===== src/rtl/pixel_row_window.sv =====
// Expands 64-bit, 8-pixel row beats into 16-pixel filter windows and replicates edge pixels at the row ends.
// Window k is registered when beat k+1 is accepted, and the last window one cycle later; a stalled output slot blocks input.
module pixel_row_window #(
    parameter int ROW_BEATS = 8,
    parameter int CNT_W     = 8
) (
    input  logic             clk,
    input  logic             reset,
    input  logic             in_valid,
    output logic             in_ready,
    input  logic [63:0]      in_pixels,
    output logic             out_valid,
    input  logic             out_ready,
    output logic [127:0]     out_window,
    output logic [CNT_W-1:0] out_col,
    output logic             out_first,
    output logic             out_last
);

    typedef enum logic [1:0] {PRIME, RUN, FLUSH} state_t;

    localparam logic [CNT_W-1:0] LAST_BEAT = CNT_W'(ROW_BEATS - 1);
    localparam logic [CNT_W-1:0] CNT_ONE   = CNT_W'(1);
    localparam logic             ONE_BEAT  = (ROW_BEATS == 1);

    state_t             state_q, state_d;
    logic [CNT_W-1:0]   cnt_q, cnt_d;
    logic [63:0]        prev_q, prev_d;
    logic [63:0]        cur_q, cur_d;
    logic               out_valid_q, out_valid_d;
    logic [127:0]       out_window_q, out_window_d;
    logic [CNT_W-1:0]   out_col_q, out_col_d;
    logic               out_first_q, out_first_d;
    logic               out_last_q, out_last_d;
    logic               slot_free;
    logic               in_acc;

    always_comb begin
        slot_free = !out_valid_q || out_ready;
        in_ready  = (state_q != FLUSH) && (state_q == PRIME || slot_free) && !reset;
        in_acc    = in_valid && in_ready;

        state_d      = state_q;
        cnt_d        = cnt_q;
        prev_d       = prev_q;
        cur_d        = cur_q;
        out_valid_d  = out_valid_q && !out_ready;
        out_window_d = out_window_q;
        out_col_d    = out_col_q;
        out_first_d  = out_first_q;
        out_last_d   = out_last_q;

        case (state_q)
            PRIME: begin
                // The first beat only fills the pipeline; the left pad comes from its pixel 0.
                if (in_acc) begin
                    cur_d   = in_pixels;
                    prev_d  = {8{in_pixels[7:0]}};
                    cnt_d   = CNT_ONE;
                    state_d = ONE_BEAT ? FLUSH : RUN;
                end
            end
            RUN: begin
                if (in_acc) begin
                    out_window_d = {in_pixels[31:0], cur_q, prev_q[63:32]};
                    out_col_d    = cnt_q - CNT_ONE;
                    out_first_d  = (cnt_q == CNT_ONE);
                    out_last_d   = 1'b0;
                    out_valid_d  = 1'b1;
                    prev_d       = cur_q;
                    cur_d        = in_pixels;
                    if (cnt_q == LAST_BEAT) begin
                        state_d = FLUSH;
                    end else begin
                        cnt_d = cnt_q + CNT_ONE;
                    end
                end
            end
            FLUSH: begin
                // No beat follows the last one, so its rightmost pixel supplies the right pad.
                if (slot_free) begin
                    out_window_d = {{4{cur_q[63:56]}}, cur_q, prev_q[63:32]};
                    out_col_d    = LAST_BEAT;
                    out_first_d  = ONE_BEAT;
                    out_last_d   = 1'b1;
                    out_valid_d  = 1'b1;
                    cnt_d        = '0;
                    state_d      = PRIME;
                end
            end
            default: begin
                state_d = PRIME;
            end
        endcase
    end

    always_ff @(posedge clk) begin
        if (reset) begin
            state_q      <= PRIME;
            cnt_q        <= '0;
            prev_q       <= '0;
            cur_q        <= '0;
            out_valid_q  <= 1'b0;
            out_window_q <= '0;
            out_col_q    <= '0;
            out_first_q  <= 1'b0;
            out_last_q   <= 1'b0;
        end else begin
            state_q      <= state_d;
            cnt_q        <= cnt_d;
            prev_q       <= prev_d;
            cur_q        <= cur_d;
            out_valid_q  <= out_valid_d;
            out_window_q <= out_window_d;
            out_col_q    <= out_col_d;
            out_first_q  <= out_first_d;
            out_last_q   <= out_last_d;
        end
    end

    assign out_valid  = out_valid_q;
    assign out_window = out_window_q;
    assign out_col    = out_col_q;
    assign out_first  = out_first_q;
    assign out_last   = out_last_q;

endmodule


===== config.mk =====
export PLATFORM = sky130hd
export DESIGN_NAME = pixel_row_window
export DESIGN_NICKNAME = d
export VERILOG_FILES = /design/src/rtl/pixel_row_window.sv
export SDC_FILE = /design/constraint.sdc
export NUM_CORES = 1
export LEC_CHECK = 0
export BUFFER_PORTS_ARGS = -buffer_cell sky130_fd_sc_hd__clkbuf_2
export CORE_MARGIN = 3
export CORE_UTILIZATION = 35
export DETAILED_ROUTE_END_ITERATION = 8
export SYNTH_ARGS = -nofsm -noshare
export SYNTH_HDL_FRONTEND = slang
export SYNTH_SLANG_ARGS = --single-unit
export TNS_END_PERCENT = 1

===== constraint.sdc =====
create_clock -name clk -period 2.4 [get_ports clk]
set_clock_uncertainty 0.2 [all_clocks]
set_input_delay 0.36 -clock clk [delete_from_list [all_inputs] [get_ports clk]]
set_output_delay 0.36 -clock clk [all_outputs]
set_load 0.01 [all_outputs]

-- Yosys cells after proc, flatten, opt, wreduce, memory -nomap -nowiden
Cells that the tools add are included.
- register bits: 277
- output and inout port bits: 140
- bits of input ports: 68
- word-level logic and storage cells: 68
- reduce and logical (&&, ||, !) cells: 19
- muxes and demuxes: 28
- $add $sub $neg: 2
- equality and inequality tests: 10
- operator list (cell ; count):
    2-to-1 mux 128 bit ; 2
    one-hot mux 128 bit (2 select lines) ; 1
    2-to-1 mux 64 bit ; 2
    one-hot mux 64 bit (2 select lines) ; 1
    2-to-1 mux 8 bit ; 6
    one-hot mux 8 bit (3 select lines) ; 1
    one-hot mux 8 bit (2 select lines) ; 1
    != test 2 bit, second input constant ; 6
    adder 8 x 1 -> 8 bit, second input constant ; 1
    == test 8 x 1 -> 1 bit, second input constant ; 1
    == test 8 x 3 -> 1 bit, second input constant ; 1
    2-to-1 mux 2 bit ; 4
    subtractor 8 x 1 -> 8 bit, second input constant ; 1
    2-to-1 mux 1 bit ; 6
    one-hot mux 1 bit (2 select lines) ; 3
    one-hot mux 2 bit (3 select lines) ; 1
    AND reduction 3 bit ; 2
    AND reduction 5 bit ; 1
    logical AND 1 bit ; 4
    AND reduction 4 bit ; 1
    nonzero test 2 bit ; 2
    logical NOT 1 bit ; 3
    nonzero test 3 bit ; 1
    == test 2 x 1 -> 1 bit, second input constant ; 1
    5 further kinds ; 6

-- Logic depth before layout (Yosys ltp)
Gate-level depths: netlist of run 1.
- word-level depth: 8
- depth in mapped cells: 9
- mapped depth without buffers: 7

-- Worst setup path before layout of run 1
OpenSTA, ideal clock, no wires.
- path type: reg2reg
- from: register state_q[1]
- to: register cur_q[32]
- required time: 2129 ps
- path slack: 293 ps
- setup time: 71 ps
- path buffers: 3
- data arrival time: 1837 ps
- period minus slack after synthesis: 2107 ps
- cell stages (with the launch flop): 9
- path through: dfxtp_1 inv_1 ha_1 clkbuf_1 o21ai_1 buf_2 clkbuf_1 nand2_1 a21oi_1
- word-level cells in the longest chain between the ends: 6
- elaborated cells on any way between the ends: 9
- those cells by class: 2 x eq/ne; 7 x reduce/logical
- ends and longest elaborated chain (element ; RTL line ; RTL):
    from (decl) ; 26 ; state_t state_q, state_d;
    from (signal assigned) ; 109 ; state_q <= state_d;
    logical NOT 2 bit ; 40, 53 ;
    logical OR 1 bit ; 40 ; in_ready = (state_q != FLUSH) && (state_q == PRIME || slot_free) && !reset;
    logical AND 1 bit (2 in a row) ; 40 ;
    logical AND 1 bit ; 41 ; in_acc = in_valid && in_ready;
    AND reduction 2 bit (no source line) * ; n/a ;
    to (signal assigned) ; 112 ; cur_q <= cur_d;
    to (decl) ; 29 ; logic [63:0] cur_q, cur_d;
Mark *: on every way between the ends. The rest lies on a longest branch, timed or not.
A chain may end at the register's enable or synchronous reset.

-- Final worst setup path of run 1
- from: register cnt_q[3]
- to: register state_q[0]
- word-level cells in the longest chain between the ends: 3
- ends and longest elaborated chain (element ; RTL line ; RTL):
    from (decl) ; 27 ; logic [CNT_W-1:0] cnt_q, cnt_d;
    from (signal assigned) ; 110 ; cnt_q <= cnt_d;
    == test 8 x 3 -> 1 bit ; 72 ; if (cnt_q == LAST_BEAT) begin
    != test 2 bit (no source line) ; n/a ;
    AND reduction 4 bit (no source line) ; n/a ;
Every way passes these cells.

==> results of run 1 <==
## state kept, by name, indices dropped and copies added, names as in the netlist
signal,cells
out_valid,1
out_last,1
out_window,128
cnt_q,8
out_col,8
prev_q,32
state_q,2
cur_q,64
out_first,1
## layout make-up
| cell class | count | share of cell area [%] |
|---|---|---|
| repair buffers | 295 | 16.4 |
| flip-flops and latches | 245 | 40.0 |
| clock buffers | 38 | 6.42 |
| diodes | 1 | 0.0204 |
| inverters | 5 | 0.153 |
| clock inverters | 9 | 0.602 |
| well taps | 330 | 3.37 |
| multi-input cells | 799 | 33.1 |
## routing by layer
metal / routed length (microns) / up-vias / GRT usage, %
met5: 0 / - / 0
met4: 401 / 0 / 3.20
met3: 1870 / 30 / 3.92
met2: 12700 / 251 / 30.6
met1: 13600 / 3978 / 27.7
li1: - / 4296 / -
## Yosys cell counts (all sizes together)
cell / instances / area share (%)
a2111o: 1 / 0.13
a2111oi: 1 / 0.16
a211o: 1 / 0.094
a211oi: 68 / 5.6
a21oi: 175 / 9.4
a22oi: 1 / 0.081
a311oi: 1 / 0.094
a31oi: 3 / 0.20
and2: 1 / 0.067
and3: 6 / 0.43
buf: 30 / 1.5
clkbuf: 58 / 2.3
dfxtp: 245 / 53
ha: 7 / 0.94
inv: 5 / 0.20
mux2i: 33 / 3.6
nand2: 331 / 13
nand2b: 2 / 0.13
nand3: 7 / 0.38
nand3b: 2 / 0.16
nand4: 1 / 0.067
nand4b: 6 / 0.57
nor2: 84 / 3.4
nor2b: 9 / 0.61
nor3: 39 / 2.1
nor3b: 2 / 0.16
o21ai: 8 / 0.43
o22ai: 1 / 0.067
or3: 2 / 0.19
or4: 1 / 0.12
xnor2: 2 / 0.19
xor2: 4 / 0.38
## worst paths after layout
kind	to	slack, ns	cells after the start
setup / recovery	state_q[0]$_SDFFE_PP0P_	0.14	5
hold / removal	out_col[0]$_SDFFE_PP0P_	0.20	3
setup reg to reg	state_q[0]$_SDFFE_PP0P_	0.14	5
hold reg to reg	out_col[3]$_SDFFE_PP0P_	0.25	2
## metrics by stage
| stage | total power [uW] | instances |
|---|---|---|
| final | 10300 | 1722 |
| after global routing | 10800 | 1722 |
| after CTS | 10400 | 1721 |
| after detailed placement | 6290 | 1609 |
| after global placement | 6280 | 1609 |
| after floorplan | 5570 | 1137 |
## worst max-delay path, stage by stage (launching register included)
cell and delay (ns):
dfxtp_1 0.37, or4_4 0.58, or3_4 0.39, a211oi_2 0.29, mux2i_1 0.22, nor2_1 0.05
## repair_timing
item                                    CTS  global route
resized for setup                         0             3
endpoints found under the setup margin    0            50
hold buffers                             65             0
endpoints found under the hold margin    90             0
## power by group through the flow
stage	Clock, uW	Sequential, uW	Combinational [uW]
detailed placement	0	4650	1640
global placement	0	4650	1620
global route	4290	4600	1890
finish	4020	4570	1710
CTS	4110	4570	1730
floorplan	0	4670	904
## cells by family after synthesis
group | synth area share (%)
AND/OR/NAND/NOR | 21.8
AO/OA/AOI/OAI | 16.3
flip-flops | 52.8
buffers and inverters | 4.00
multiplexers | 3.56
adder cells (fa/ha/maj) | 0.943
XOR/XNOR | 0.566
==> impl_metrics.env, run 1 <==
export IMPL_rows=58
export IMPL_ios=208
export IMPL_status="finished clean"
export IMPL_ys_ff_latch=245
export IMPL_areaGrowthSynthToFinish_pct=32.1
export IMPL_syn_inst=1137
export IMPL_p_sw_share_pct=28.3
export IMPL_post_cts_buffers=0
export IMPL_place_congestion=0.783
export IMPL_ys_types=38
export IMPL_dpl_cell_area_sq_mm=0.0107
export IMPL_fin_nets=1448
export IMPL_grt_pass1_wl_microns=44700
export IMPL_final_util_pct=47.9
export IMPL_fill_cells=2485
export IMPL_setup_viol=0
export IMPL_hpwl_microns=17900
export IMPL_fmax_mhz=442
export IMPL_start_kind="register"
export IMPL_vias=8555
export IMPL_numPortBuffers=207
export IMPL_cts_buffers_inserted=27
export IMPL_drt_wl_total_microns=28500
export IMPL_pwr_share_clk_pct=39.0
export IMPL_p_per_area_mw_per_mm2=840
export IMPL_min_path_type="in -> reg"
export IMPL_grt_use_total_pct=19.3
export IMPL_finalHoldViolCount=0
export IMPL_worstPathArrival_ns=2.44
export IMPL_die_w_microns=169
export IMPL_coreArea_sq_mm=0.0256
export IMPL_cts_max_path_buffers=3
export IMPL_cts_sinks=245
export IMPL_internal_power_uw=7380
export IMPL_route_detailed_drc=0
export IMPL_comb_power_share_pct=16.6
export IMPL_root_buffer="clkbuf_16"
export IMPL_grt_max_degree=247
export IMPL_max_cap_viol_count=0
export IMPL_fin_area_sq_mm=0.0123
export IMPL_crit_type="reg -> reg"
export IMPL_yosysWarningCount=0
export IMPL_antenna_found_initial=1
export IMPL_post_place_ws_ns=0.0573
export IMPL_hold_slack_ns=0.199
export IMPL_synth_area_sq_mm=0.00928
export IMPL_initial_core_util_pct=36.2
export IMPL_rsz0062_at_grt="no"
export IMPL_seq_power_share_pct=44.4
export IMPL_insertion_delay_ns=0.53
export IMPL_r2r_start="cnt_q[3]$_SDFFE_PP0P_"
export IMPL_grt_pass1_vias=7963
export IMPL_syn_avg_cell_area_sq_um=8.17
export IMPL_setup_ws_ns=0.140
export IMPL_crit_fanout=8
export IMPL_ant_nets=0
export IMPL_die_area_sq_mm=0.0285
export IMPL_path_clk_slew_ns=0.06
export IMPL_cts_tree="built"
export IMPL_ys_seq_area_share_pct=52.8
export IMPL_vdd_drop_max_v=0.000427
export IMPL_final_common_cell="nand2_1"
export IMPL_drt_iter0_markers=817
export IMPL_overflow=0
export IMPL_max_slew_margin_pct=10.8
export IMPL_crit_start="cnt_q[3]$_SDFFE_PP0P_"
export IMPL_drive_above_1_share_pct=20.8
export IMPL_slew_violations=0
export IMPL_firstDrtPassIters=5
export IMPL_worstPathRequired_ns=2.58
export IMPL_dieHeight_microns=169
export IMPL_min_period_ns=2.26
export IMPL_fin_setup_tns_ns=0
export IMPL_p_leak_uw=0.00470
export IMPL_seq_area_sq_mm=0.00491
export IMPL_multiInputGateArea_sq_mm=0.00406
export IMPL_final_cell_mix="nand2_1, dfxtp_1, clkbuf_2"
export IMPL_vias_per_cell=4.97
export IMPL_switchingPower_uw=2920
export IMPL_hp_start="reset"
export IMPL_tightest_slew_ns=1.34
export IMPL_wire_per_inst_microns=16.6
export IMPL_endpoint_kind="register"
export IMPL_period_share_pct=94.2
export IMPL_htree_levels=1
export IMPL_syn_num_nets=1212
(Power assumes the default switching activity.)
==> run 2, diff against run 1 <==
--- a/config.mk
+++ b/config.mk
@@ -8,7 +8,10 @@
 export BUFFER_PORTS_ARGS = -buffer_cell sky130_fd_sc_hd__clkbuf_2
 export CORE_MARGIN = 3
 export CORE_UTILIZATION = 35
+export CTS_BUF_LIST = sky130_fd_sc_hd__clkbuf_16
 export DETAILED_ROUTE_END_ITERATION = 8
+export HOLD_SLACK_MARGIN = 0.1
+export SKIP_CTS_REPAIR_TIMING = 1
 export SYNTH_ARGS = -nofsm -noshare
 export SYNTH_HDL_FRONTEND = slang
 export SYNTH_SLANG_ARGS = --single-unit
==> impl_metrics.env, run 2 (same netlist as run 1, synthesis figures left out) <==
export IMPL_status="finished clean"
export IMPL_rsz0062_at_grt="no"
export IMPL_max_stage_delay_ns=0.58
export IMPL_cts_buffers_inserted=27
export IMPL_die_area_sq_mm=0.0285
export IMPL_slew_violations=0
export IMPL_path_clk_slew_ns=0.06
export IMPL_ios=208
export IMPL_place_congestion=0.783
export IMPL_grt_use_total_pct=18.8
export IMPL_cts_tree="built"
export IMPL_path_buf_inv=0
export IMPL_route_detailed_drc=0
export IMPL_max_cap_viol_count=0
export IMPL_worstPathArrival_ns=2.43
export IMPL_setup_viol=0
export IMPL_start_kind="register"
export IMPL_initial_core_util_pct=36.2
export IMPL_wire_per_inst_microns=16.5
export IMPL_rows=58
export IMPL_tightest_slew_ns=1.33
export IMPL_p_per_area_mw_per_mm2=825
export IMPL_cts_sinks=245
export IMPL_fin_nets=1448
export IMPL_cts_max_path_buffers=3
export IMPL_path_cells="or4_4 > or3_4 > a211oi_2 > mux2i_1 > nor2_1"
export IMPL_vdd_drop_max_v=0.000424
export IMPL_worstPathRequired_ns=2.58
export IMPL_grt_pass1_wl_microns=43500
export IMPL_fill_cells=2495
export IMPL_final_cell_mix="nand2_1, dfxtp_1, clkbuf_2"
export IMPL_root_buffer="clkbuf_16"
export IMPL_crit_type="reg -> reg"
export IMPL_numPortBuffers=207
export IMPL_coreArea_sq_mm=0.0256
export IMPL_crit_fanout=8
export IMPL_grt_pass1_vias=7680
export IMPL_insertion_delay_ns=0.53
export IMPL_period_share_pct=93.9
export IMPL_die_w_microns=169
export IMPL_final_common_cell="nand2_1"
export IMPL_grt_max_degree=247
export IMPL_ant_nets=0
export IMPL_slowest_stage="or4_4"
export IMPL_endpoint_kind="register"
export IMPL_wl_met1_microns=13300
export IMPL_areaGrowthSynthToFinish_pct=31.3
export IMPL_p_leak_uw=0.00467
export IMPL_dieHeight_microns=169
export IMPL_min_path_type="in -> reg"
export IMPL_vias_per_cell=4.95
export IMPL_fin_area_sq_mm=0.0122
export IMPL_vias=8528
export IMPL_overflow=0
export IMPL_cp_top_family="simple AND/OR/NAND/NOR gates"
export IMPL_hpwl_microns=17900
export IMPL_routed_wl_met3_microns=2060
export IMPL_total_power_uw=10100
export IMPL_finalHoldViolCount=0
export IMPL_largest_reg_flops=128
export IMPL_hold_slack_ns=0.205
export IMPL_wl_met2_microns=12700
export IMPL_dpl_cell_area_sq_mm=0.0107
export IMPL_drive_above_1_share_pct=20.3
export IMPL_min_period_ns=2.25
export IMPL_htree_levels=1
export IMPL_drt_wl_total_microns=28500
export IMPL_antenna_found_initial=1
export IMPL_firstDrtPassIters=5
export IMPL_top_layer="met4"
export IMPL_drt_iter0_markers=879
export IMPL_max_slew_margin_pct=11.5
export IMPL_fmax_mhz=444
export IMPL_fin_setup_tns_ns=0
## run 2: layer usage
layer	vias up	track usage, %
li1	4295	-
met2	263	29.0
met3	30	4.30
met4	0	2.99
met1	3940	27.5
met5	-	0
## run 2: power breakdown
group          switching [uW]  internal [uW]  leakage [uW]
logic                    1060            650       0.00227
clock network            1650           2130      0.000411
registers                 208           4360       0.00199
total                    2920           7140       0.00467
## run 2: path summary, 6_finish.rpt
path                                         startpoint  cells past startpoint  slack, ns                       to
worst max-delay path              cnt_q[3]$_SDFFE_PP0P_                      5       0.15  state_q[0]$_SDFFE_PP0P_
worst min-delay path                              reset                      5       0.21  out_col[1]$_SDFFE_PP0P_
worst max register to register    cnt_q[3]$_SDFFE_PP0P_                      5       0.15  state_q[0]$_SDFFE_PP0P_
worst min register to register  out_col[3]$_SDFFE_PP0P_                      2       0.25  out_col[3]$_SDFFE_PP0P_
## run 2: layout make-up
class	instances	area, sq um	area share, %
inverter	5	18.8	0.154
clock buffer	27	676	5.54
clock inverter	20	115	0.944
multi-input combinational	799	4060	33.3
tap	330	413	3.39
sequential	245	4910	40.2
antenna	1	2.50	0.0205
timing repair buffer	295	2010	16.4
## run 2: stage by stage
stage | instances | worst slack [ns] | util, %
final | 1722 | 0.147 | 47.6
after global routing | 1722 | 0.00216 | 47.6
after CTS | 1656 | 0.0743 | 45.0
after detailed placement | 1609 | 0.0573 | 41.9
after global placement | 1609 | 0.114 | 41.9
after floorplan | 1137 | 0.293 | -
## run 2: worst reg2reg max path, stage by stage (launching register included)
cell and delay (ns):
dfxtp_1 0.37, or4_4 0.58, or3_4 0.39, a211oi_2 0.29, mux2i_1 0.22, nor2_1 0.05
==> run 3, diff against run 2 <==
--- a/config.mk
+++ b/config.mk
@@ -6,11 +6,15 @@
 export NUM_CORES = 1
 export LEC_CHECK = 0
 export BUFFER_PORTS_ARGS = -buffer_cell sky130_fd_sc_hd__clkbuf_2
+export CELL_PAD_IN_SITES_DETAIL_PLACEMENT = 0
+export CELL_PAD_IN_SITES_GLOBAL_PLACEMENT = 1
 export CORE_MARGIN = 3
 export CORE_UTILIZATION = 35
 export CTS_BUF_LIST = sky130_fd_sc_hd__clkbuf_16
 export DETAILED_ROUTE_END_ITERATION = 8
+export GPL_TIMING_DRIVEN = 0
 export HOLD_SLACK_MARGIN = 0.1
+export PLACE_DENSITY_LB_ADDON = 0.1
 export SKIP_CTS_REPAIR_TIMING = 1
 export SYNTH_ARGS = -nofsm -noshare
 export SYNTH_HDL_FRONTEND = slang
==> impl_metrics.env, run 3 (same netlist as run 1, synthesis figures left out) <==
export IMPL_ant_nets=0
export IMPL_insertion_delay_ns=0.53
export IMPL_fin_setup_tns_ns=0
export IMPL_cts_max_path_buffers=3
export IMPL_layout_cells_non_filler=1790
export IMPL_tightest_slew_ns=0.927
export IMPL_period_share_pct=100
export IMPL_drive_above_1_share_pct=21.2
export IMPL_hpwl_microns=23400
export IMPL_areaGrowthSynthToFinish_pct=32.7
export IMPL_largest_reg_flops=128
export IMPL_grt_pass1_wl_microns=48300
export IMPL_vias=8818
export IMPL_worstSetupEndpoint="prev_q[51]$_SDFFE_PP0P_"
export IMPL_final_common_cell="nand2_1"
export IMPL_wire_per_inst_microns=18.3
export IMPL_endpoint_kind="register"
export IMPL_antennaDiodeCount=0
export IMPL_grt_pass1_vias=8212
export IMPL_vdd_drop_max_v=0.000448
export IMPL_start_kind="register"
export IMPL_drt_iter0_markers=430
export IMPL_cts_sinks=245
export IMPL_regToRegEndpoint="prev_q[51]$_SDFFE_PP0P_"
export IMPL_fin_nets=1517
export IMPL_seq_area_sq_mm=0.00491
export IMPL_grt_max_degree=14
export IMPL_multiInputGateArea_sq_mm=0.00407
export IMPL_status="finished clean"
export IMPL_p_per_area_mw_per_mm2=815
export IMPL_r2r_slack_ns=0.001
export IMPL_drt_wl_total_microns=32700
export IMPL_fill_cells=2621
export IMPL_setup_viol=0
export IMPL_worstPathRequired_ns=2.66
export IMPL_r2r_start="state_q[1]$_SDFFE_PP0P_"
export IMPL_p_leak_uw=0.00478
export IMPL_path_clk_slew_ns=0.06
export IMPL_vias_per_cell=4.93
export IMPL_initial_core_util_pct=36.2
export IMPL_antenna_found_initial=0
export IMPL_dpl_cell_area_sq_mm=0.0107
export IMPL_rsz0062_at_grt="yes"
export IMPL_crit_type="reg -> reg"
export IMPL_path_cells="inv_1 > ha_2 > clkbuf_4 > clkbuf_2 > nor2b_1 > a211oi_1 > nor3_1"
export IMPL_final_util_pct=48.1
export IMPL_route_detailed_drc=0
export IMPL_dieHeight_microns=169
export IMPL_fmax_mhz=417
export IMPL_max_slew_margin_pct=38.2
export IMPL_numPortBuffers=207
export IMPL_root_buffer="clkbuf_16"
export IMPL_slowest_stage="nor2b_1"
export IMPL_cts_buffers_inserted=27
export IMPL_crit_fanout=10
export IMPL_grt_use_total_pct=21.6
export IMPL_slew_violations=0
export IMPL_htree_levels=1
export IMPL_fin_area_sq_mm=0.0123
export IMPL_coreArea_sq_mm=0.0256
export IMPL_finalHoldViolCount=0
export IMPL_worstPathArrival_ns=2.65
export IMPL_reg2reg_depth=7
export IMPL_overflow=0
export IMPL_ios=208
export IMPL_die_w_microns=169
export IMPL_min_period_ns=2.40
export IMPL_place_congestion=0.841
export IMPL_die_area_sq_mm=0.0285
export IMPL_crit_start="state_q[1]$_SDFFE_PP0P_"
export IMPL_max_cap_viol_count=0
export IMPL_hold_slack_ns=0.243
export IMPL_firstDrtPassIters=5
export IMPL_placed_cells=1674
export IMPL_rows=58
export IMPL_max_stage_delay_ns=0.61
export IMPL_final_cell_mix="nand2_1, dfxtp_1, clkbuf_2"
export IMPL_cts_tree="built"
export IMPL_min_path_type="reg -> reg"
## run 3: cell types whose count changed in the layout (fill, tap and decap cells not counted), sizes merged
cell	before	now
clkbuf	234	302
clkinv	14	16
buf	23	24
bufinv	1	0
diode	1	0
inv	10	9
## run 3: worst max-delay path, delay by kind of cell (launching register included)
family,cells,cell delay (ns)
and+or+nand+nor,2,0.76
buffers and inverters,3,0.58
AOI/OAI and AO/OA,1,0.13
adders and majority gates,1,0.23
DFF,1,0.42
## run 3: where the power goes
part / internal (uW) / switching, uW / leakage (uW)
combinational: 634 / 1150 / 0.00239
sequential: 4360 / 218 / 0.00199
clock: 2020 / 1650 / 0.000397
## run 3: layout make-up
| class | instances | share of cell area [%] |
|---|---|---|
| Timing Repair Buffer | 276 | 13.9 |
| Clock inverter | 20 | 0.731 |
| Clock buffer | 27 | 5.48 |
| Inverter | 5 | 0.152 |
| Multi-Input combinational cell | 799 | 33.0 |
| Tap cell | 330 | 3.35 |
| Sequential cell | 245 | 39.8 |
| Buffer | 88 | 3.49 |
## run 3: worst min-delay path by stage
stage                                  startpoint  cells past startpoint                          end
after global routing      out_col[3]$_SDFFE_PP0P_                      2      out_col[3]$_SDFFE_PP0P_
after CTS                           in_pixels[37]                      3       cur_q[37]$_SDFFE_PP0P_
after global placement    prev_q[47]$_SDFFE_PP0P_                      2  out_window[15]$_SDFFE_PP0P_
after floorplan             cur_q[0]$_SDFFE_PP0P_                      2  out_window[32]$_SDFFE_PP0P_
after detailed placement  out_col[5]$_SDFFE_PP0P_                      2      out_col[5]$_SDFFE_PP0P_
final                     prev_q[32]$_SDFFE_PP0P_                      2   out_window[0]$_SDFFE_PP0P_
## run 3: through the flow
| stage | setup WS (ns) | total power (uW) |
|---|---|---|
| finish | 0.00108 | 10000 |
| global route | -0.0665 | 10500 |
| CTS | -0.568 | 9980 |
| detailed placement | -0.545 | 6310 |
| global placement | -0.520 | 6300 |
| floorplan | 0.293 | 5570 |
## run 3: layer usage
| layer | vias to the layer above | share of wire [%] | global-route usage, % |
|---|---|---|---|
| met5 | - | 0 | 0 |
| met4 | 0 | 1.8 | 5.12 |
| met3 | 42 | 6.4 | 5.00 |
| met2 | 229 | 46 | 35.4 |
| met1 | 4105 | 46 | 29.0 |
| li1 | 4442 | - | - |
